===== src/rtl/fp_mul_round_normalizer.sv =====
// Normalize, round and pack stage for FMUL.S: 48-bit product -> binary32 result + OF/UF/NX.
// Build macro SUBNORMAL_SUPPORT_EN: tiny results are denormalized instead of flushed to zero.
module fp_mul_round_normalizer #(
    parameter int XLEN  = 32,
    parameter int SIG_W = 24,
    parameter int EXP_W = 10
) (
    input  logic                 clk_i,
    input  logic                 rst_n_i,
    input  logic                 clk_en_i,
    input  logic                 valid_i,
    output logic                 ready_o,
    input  logic                 sign_i,
    input  logic [EXP_W-1:0]     exponent_i,
    input  logic [2*SIG_W-1:0]   significand_i,
    input  logic                 is_nan_i,
    input  logic                 is_inf_i,
    input  logic                 is_zero_i,
    input  logic [2:0]           round_mode_i,
    output logic                 valid_o,
    input  logic                 ready_i,
    output logic [XLEN-1:0]      result_o,
    output logic                 overflow_o,
    output logic                 underflow_o,
    output logic                 inexact_o
);

    // state | meaning
    // IDLE  | ready_o high, waiting for a product
    // NORM  | pick 24-bit mantissa, guard and sticky; denormalize or mark tiny results
    // ROUND | apply rounding mode, detect overflow, pack result and flags
    // DONE  | valid_o high, result held until ready_i

    typedef enum logic [1:0] {S_IDLE, S_NORM, S_ROUND, S_DONE} state_t;

    localparam int IE_W = EXP_W + 2;
    localparam int P_W  = 2 * SIG_W;
`ifdef SUBNORMAL_SUPPORT_EN
    localparam bit FLUSH_TINY = 1'b0;
`else
    localparam bit FLUSH_TINY = 1'b1;
`endif

    state_t           state_q;
    logic             ready_q, valid_q, of_q, uf_q, nx_q;
    logic             sign_q, nan_q, inf_q, zero_q, tiny_q, g_q, s_q;
    logic [2:0]       rm_q;
    logic [IE_W-1:0]  exp_q;
    logic [P_W-1:0]   sig_q;
    logic [SIG_W-1:0] mant_q;
    logic [XLEN-1:0]  result_q;

    logic [IE_W-1:0]  norm_exp_d;
    logic [SIG_W-1:0] norm_mant_d;
    logic             norm_g_d, norm_s_d, norm_tiny_d;
`ifdef SUBNORMAL_SUPPORT_EN
    logic [IE_W-1:0]  shift_full;
    logic [4:0]       shift_amt;
    logic [P_W-1:0]   shifted;
`endif

    always_comb begin
        if (sig_q[P_W-1]) begin
            norm_mant_d = sig_q[P_W-1 -: SIG_W];
            norm_g_d    = sig_q[SIG_W-1];
            norm_s_d    = |sig_q[SIG_W-2:0];
            norm_exp_d  = exp_q + IE_W'(1);
        end else begin
            norm_mant_d = sig_q[P_W-2 -: SIG_W];
            norm_g_d    = sig_q[SIG_W-2];
            norm_s_d    = |sig_q[SIG_W-3:0];
            norm_exp_d  = exp_q;
        end
        norm_tiny_d = norm_exp_d[IE_W-1] | (norm_exp_d == '0);
`ifdef SUBNORMAL_SUPPORT_EN
        // Beyond 25 places every mantissa bit lands in sticky, so the shift saturates there.
        shift_full = IE_W'(1) - norm_exp_d;
        shift_amt  = (shift_full > IE_W'(25)) ? 5'd25 : shift_full[4:0];
        shifted    = {norm_mant_d, {SIG_W{1'b0}}} >> shift_amt;
        if (norm_tiny_d) begin
            norm_s_d    = norm_g_d | norm_s_d | (|shifted[SIG_W-2:0]);
            norm_g_d    = shifted[SIG_W-1];
            norm_mant_d = shifted[P_W-1 -: SIG_W];
            norm_exp_d  = '0;
        end
`endif
    end

    logic             inc, rnd_nx, rnd_ovf, max_finite;
    logic [SIG_W:0]   mant_sum;
    logic [SIG_W-1:0] rnd_mant;
    logic [IE_W-1:0]  rnd_exp;
    logic [XLEN-1:0]  res_d;
    logic             of_d, uf_d, nx_d;

    always_comb begin
        case (rm_q)
            3'b001:  inc = 1'b0;
            3'b010:  inc = sign_q & (g_q | s_q);
            3'b011:  inc = ~sign_q & (g_q | s_q);
            3'b100:  inc = g_q;
            default: inc = g_q & (s_q | mant_q[0]);
        endcase
        mant_sum = {1'b0, mant_q} + {{SIG_W{1'b0}}, inc};
        if (mant_sum[SIG_W]) begin
            rnd_mant = {1'b1, {(SIG_W-1){1'b0}}};
            rnd_exp  = exp_q + IE_W'(1);
        end else begin
            rnd_mant = mant_sum[SIG_W-1:0];
            rnd_exp  = exp_q;
        end
        // A denormal that rounds up into the hidden bit becomes the smallest normal.
        if (tiny_q && rnd_mant[SIG_W-1]) rnd_exp = IE_W'(1);
        rnd_nx     = g_q | s_q;
        rnd_ovf    = ~rnd_exp[IE_W-1] & (rnd_exp >= IE_W'(255));
        max_finite = (rm_q == 3'b001) | ((rm_q == 3'b010) & ~sign_q)
                   | ((rm_q == 3'b011) & sign_q);

        res_d = {sign_q, rnd_exp[7:0], rnd_mant[SIG_W-2:0]};
        of_d  = 1'b0;
        nx_d  = rnd_nx;
        uf_d  = tiny_q & rnd_nx;
        if (nan_q) begin
            res_d = 32'h7FC0_0000;
            nx_d  = 1'b0;
            uf_d  = 1'b0;
        end else if (inf_q) begin
            res_d = {sign_q, 31'h7F80_0000};
            nx_d  = 1'b0;
            uf_d  = 1'b0;
        end else if (zero_q) begin
            res_d = {sign_q, 31'h0};
            nx_d  = 1'b0;
            uf_d  = 1'b0;
        end else if (tiny_q && FLUSH_TINY) begin
            res_d = {sign_q, 31'h0};
            nx_d  = (|mant_q) | rnd_nx;
            uf_d  = nx_d;
        end else if (rnd_ovf) begin
            res_d = max_finite ? {sign_q, 31'h7F7F_FFFF} : {sign_q, 31'h7F80_0000};
            of_d  = 1'b1;
            uf_d  = 1'b0;
            nx_d  = 1'b1;
        end
    end

    always_ff @(posedge clk_i or negedge rst_n_i) begin
        if (!rst_n_i) begin
            state_q  <= S_IDLE;
            ready_q  <= 1'b1;
            valid_q  <= 1'b0;
            result_q <= '0;
            of_q     <= 1'b0;
            uf_q     <= 1'b0;
            nx_q     <= 1'b0;
            sign_q   <= 1'b0;
            nan_q    <= 1'b0;
            inf_q    <= 1'b0;
            zero_q   <= 1'b0;
            tiny_q   <= 1'b0;
            g_q      <= 1'b0;
            s_q      <= 1'b0;
            rm_q     <= '0;
            exp_q    <= '0;
            sig_q    <= '0;
            mant_q   <= '0;
        end else if (clk_en_i) begin
            case (state_q)
                S_IDLE: begin
                    if (valid_i && ready_q) begin
                        sign_q  <= sign_i;
                        exp_q   <= {{(IE_W-EXP_W){exponent_i[EXP_W-1]}}, exponent_i};
                        sig_q   <= significand_i;
                        nan_q   <= is_nan_i;
                        inf_q   <= is_inf_i;
                        zero_q  <= is_zero_i;
                        rm_q    <= round_mode_i;
                        ready_q <= 1'b0;
                        state_q <= S_NORM;
                    end
                end
                S_NORM: begin
                    mant_q  <= norm_mant_d;
                    g_q     <= norm_g_d;
                    s_q     <= norm_s_d;
                    exp_q   <= norm_exp_d;
                    tiny_q  <= norm_tiny_d;
                    state_q <= S_ROUND;
                end
                S_ROUND: begin
                    result_q <= res_d;
                    of_q     <= of_d;
                    uf_q     <= uf_d;
                    nx_q     <= nx_d;
                    valid_q  <= 1'b1;
                    state_q  <= S_DONE;
                end
                S_DONE: begin
                    if (ready_i) begin
                        valid_q <= 1'b0;
                        ready_q <= 1'b1;
                        state_q <= S_IDLE;
                    end
                end
                default: state_q <= S_IDLE;
            endcase
        end
    end

    assign ready_o     = ready_q;
    assign valid_o     = valid_q;
    assign result_o    = result_q;
    assign overflow_o  = of_q;
    assign underflow_o = uf_q;
    assign inexact_o   = nx_q;

endmodule


===== config.mk =====
export PLATFORM = sky130hd
export DESIGN_NAME = fp_mul_round_normalizer
export DESIGN_NICKNAME = d
export VERILOG_FILES = /design/src/rtl/fp_mul_round_normalizer.sv
export SDC_FILE = /design/constraint.sdc
export NUM_CORES = 1
export LEC_CHECK = 0
export CORE_AREA = 2 2 122 124
export DETAILED_ROUTE_END_ITERATION = 10
export DIE_AREA = 0 0 124 126
export PLACE_DENSITY = 0.75
export SLEW_MARGIN = 5
export SYNTH_ARGS = -nofsm -noshare
export SYNTH_HDL_FRONTEND = slang
export SYNTH_SLANG_ARGS = --single-unit

===== constraint.sdc =====
create_clock -name clk_i -period 3.3 [get_ports clk_i]
set_input_delay 0.66 -clock clk_i [delete_from_list [all_inputs] [get_ports clk_i]]
set_output_delay 0.66 -clock clk_i [all_outputs]
set_load 0.005 [all_outputs]

==> impl_metrics.tcl <==
set metrics [dict create \
    drt_first_pass_iters 6 \
    grt-ovfl-total 0 \
    hold_path_class "primary input to async pin" \
    clockPowerShare_pct 22.6 \
    timing.hold.ws_ns 0.292 \
    synth_top_area_share_pct 48.1 \
    rsz0062_at_grt "yes" \
    multiInputGateArea_um2 3360 \
    fp.dieArea_um2 15600 \
    die_height_um 126 \
    yosysTopAreaCell "dfrtp_1" \
    power_frac_seq_pct 39.5 \
    drc 0 \
    finalCriticalPeriod_ns 3.42 \
    synth-seq-area-share_pct 48.5 \
    core_area_um2 14300 \
    vias 5553 \
    critPathRequiredTime_ns 3.61 \
    critical_path_depth 14 \
    clk_pin_slew_ns 0.06 \
    worstPathArrival_ns 3.73 \
    gp_congestion 0.918 \
    ctsHoldBuffers 0 \
    grt_usage_pct 21.7 \
    status "finished, violations left" \
    clockBufferDepth 2 \
    fillers 1143 \
    crit_top_cell "ha_4" \
    ys.flop_type "dfrtp_1" \
    grt_max_degree 82 \
    start_kind "flop" \
    die_width_um 124 \
    setup_viol 21 \
    start_util_pct 47.9 \
    drive_gt1_share_pct 17.0 \
    nNetsFinal 854 \
    wl_met3_um 930 \
    final_common_cell "dfrtp_1" \
    leakagePower_nw 3.73 \
    slowest_delay_ns 0.44 \
    wl_per_cell_um 16.8 \
    relSlewSlack_pct 53.8 \
    insertion_delay_ns 0.42 \
    ys_seq_elements 133 \
    violations "negative setup slack" \
    endpoint_kind "flop" \
    most-common-layout-cells "132 x dfrtp_1, 105 x clkdlybuf4s50_1, 68 x nand2_1" \
    layout.area.seq_um2 3330 \
    layout-area-overhead-vs-synth_pct 29.8 \
    maxCapViolations 0 \
    cts-root-buf "clkbuf_16" \
    hpwlAfterDp_um 11600 \
    ys_types 57 \
    port_buffers 106 \
    path_class "flop to flop" \
    rrSetupSlack_ns -0.12 \
    ant_nets 0 \
    p_int_mw 5.31 \
    met1Wirelength_um 7380 \
    rr_worst_depth 14 \
    period_share_pct 104 \
    ios 107 \
    switching_share_pct 35.1 \
    syn_avg_cell_area_um2 10.2 \
    antenna_found_initial 0 \
    yosys_warnings 0 \
    vdd_drop_max_uv 443 \
    async_flop_share_pct 100 \
    p_comb_share_pct 37.9 \
    synth-edff-count 0 \
    cpMaxStageDelayCell "o311a_4" \
    grt_pass1_vias 5391 \
    diodes 0 \
    finalHoldViolCount 0 \
    r2r_end "result_o[19]" \
    grt_pass1_wl_um 26800 \
    setup_slack_ns -0.119 \
    syn-cell-area_um2 6860 \
    drt_wl_total_um 16300 \
    place_ws_ns -0.110 \
    dr_wl_met2_um 7800 \
    drt_iter0_markers 341 \
    fp-row-count 44 \
    drt-vias-per-instance 5.71 \
    path_max_fanout 10 \
    cts_max_level 4 \
    fmax_ghz 0.292 \
    powerDensity_nw_per_um2 918 \
    netlist_instances 671 \
    path_buf_inv 1 \
    top_layer "met4" \
    clock_skew_ns 0.0116 \
    numCtsBuffers 17 \
    worst_pin_slew_ns 0.693 \
    crit_chain "and3_4 -> ha_4 -> a32oi_1 -> nor2_1 -> ha_2 -> ha_4 -> nand4_1 -> or3_4 -> o32ai_2 -> o211ai_1 -> a211o_2 -> o311a_4 -> clkbuf_16 -> a22o_1" \
    p_switching_mw 2.87 \
    clock_sinks 133 \
    mappedNetlistNets 750 \
    crit_family "compound AO/OA/AOI/OAI gates" \
    r2r-start "rm_q[1]" \
    slew_violations 0 \
    netlist_top_cells_area "dfrtp_1 48%, mux2_2 9.4%, o21ai_0 4.9%" \
    tritoncts "built" \
]
flip-flops by register name, indices dropped and copies added, names as in the netlist, 2 cells and up:
signal,cells
sig_q,48
result_o,32
exp_q,12
state_q,2
rm_q,3
mant_q,24
worst max-delay path by stage:
stage | startpoint | end | slack (ns)
finish | rm_q[1] | result_o[19] | -0.12
global route | rm_q[2] | result_o[19] | -0.27
CTS | rm_q[2] | result_o[4] | -0.06
detailed placement | rm_q[2] | result_o[3] | -0.11
global placement | rm_q[1] | result_o[19] | 0.01
floorplan | rm_q[1] | result_o[2] | 0.03
routing by layer:
metal	GRT usage [%]	vias up
met5	0	-
met4	7.07	0
met3	5.98	18
met2	33.8	166
met1	29.5	2712
li1	-	2657
cell families after synthesis:
family	synth area share (%)
muxes	13.5
and+or+nand+nor	15.6
AOI/OAI and AO/OA	13.8
DFF	48.5
buffers and inverters	3.45
xor gates and xnor gates	3.57
adders and majority gates	1.64
layout make-up:
cell class	count	area share, %
Clock buffer	24	5.41
Clock inverter	8	1.11
Inverter	9	0.379
Multi-Input combinational cell	481	37.7
Sequential cell	133	37.4
Tap cell	184	2.59
Timing Repair Buffer	133	15.4
cells in the mapped netlist (7+ instances only):
library cell  number
a21oi_1           24
a22o_1            22
clkbuf_1          37
dfrtp_1          132
ha_1               9
inv_1              9
mux2_2            57
mux2i_1           27
nand2_1           68
nand2b_1           7
nand3_1           26
nand4_1           12
nor2_1            27
nor3_1            11
nor4_1            15
o21ai_0           67
o22ai_1           13
or3_1              7
xnor2_1           10
xor2_1            18
what timing repair did:
action / in CTS / in global routing
setup endpoints to repair: 30 / 32
hold endpoints to repair: 0 / 0
cloned: 0 / 3
pin swaps: 3 / 6
resized for setup: 6 / 7
setup buffers: 0 / 2
metrics by stage:
stage / utilization, % / setup TNS (ns) / area, µm² / cells / power, mW
2_1_floorplan: - / 0 / 6890 / 671 / 4.97
3_3_place_gp: 57.1 / 0 / 8170 / 935 / 6.01
3_5_place_dp: 57.1 / -2.07 / 8170 / 935 / 6.16
4_1_cts: 61.2 / -0.960 / 8760 / 967 / 8.04
5_1_grt: 62.2 / -6.32 / 8900 / 972 / 8.76
6_report: 62.2 / -2.07 / 8900 / 972 / 8.18
worst reg2reg max path, stage by stage (launching register included):
cell       delay, ns
dfrtp_1         0.38
and3_4          0.19
ha_4            0.26
a32oi_1         0.08
nor2_1          0.13
ha_2            0.22
ha_4            0.13
nand4_1         0.09
or3_4           0.36
o32ai_2         0.20
o211ai_1        0.13
a211o_2         0.37
o311a_4         0.44
clkbuf_16       0.18
a22o_1          0.18
power groups by stage:
| stage | Combinational (mW) | Sequential [mW] | Clock, mW |
|---|---|---|---|
| 6_report | 3.10 | 3.23 | 1.85 |
| 5_1_grt | 3.45 | 3.35 | 1.96 |
| 4_1_cts | 2.96 | 3.21 | 1.87 |
| 3_5_place_dp | 2.93 | 3.23 | 0 |
| 3_3_place_gp | 2.82 | 3.19 | 0 |
| 2_1_floorplan | 2.08 | 2.89 | 0 |
Power figures use the tool's default switching activity.
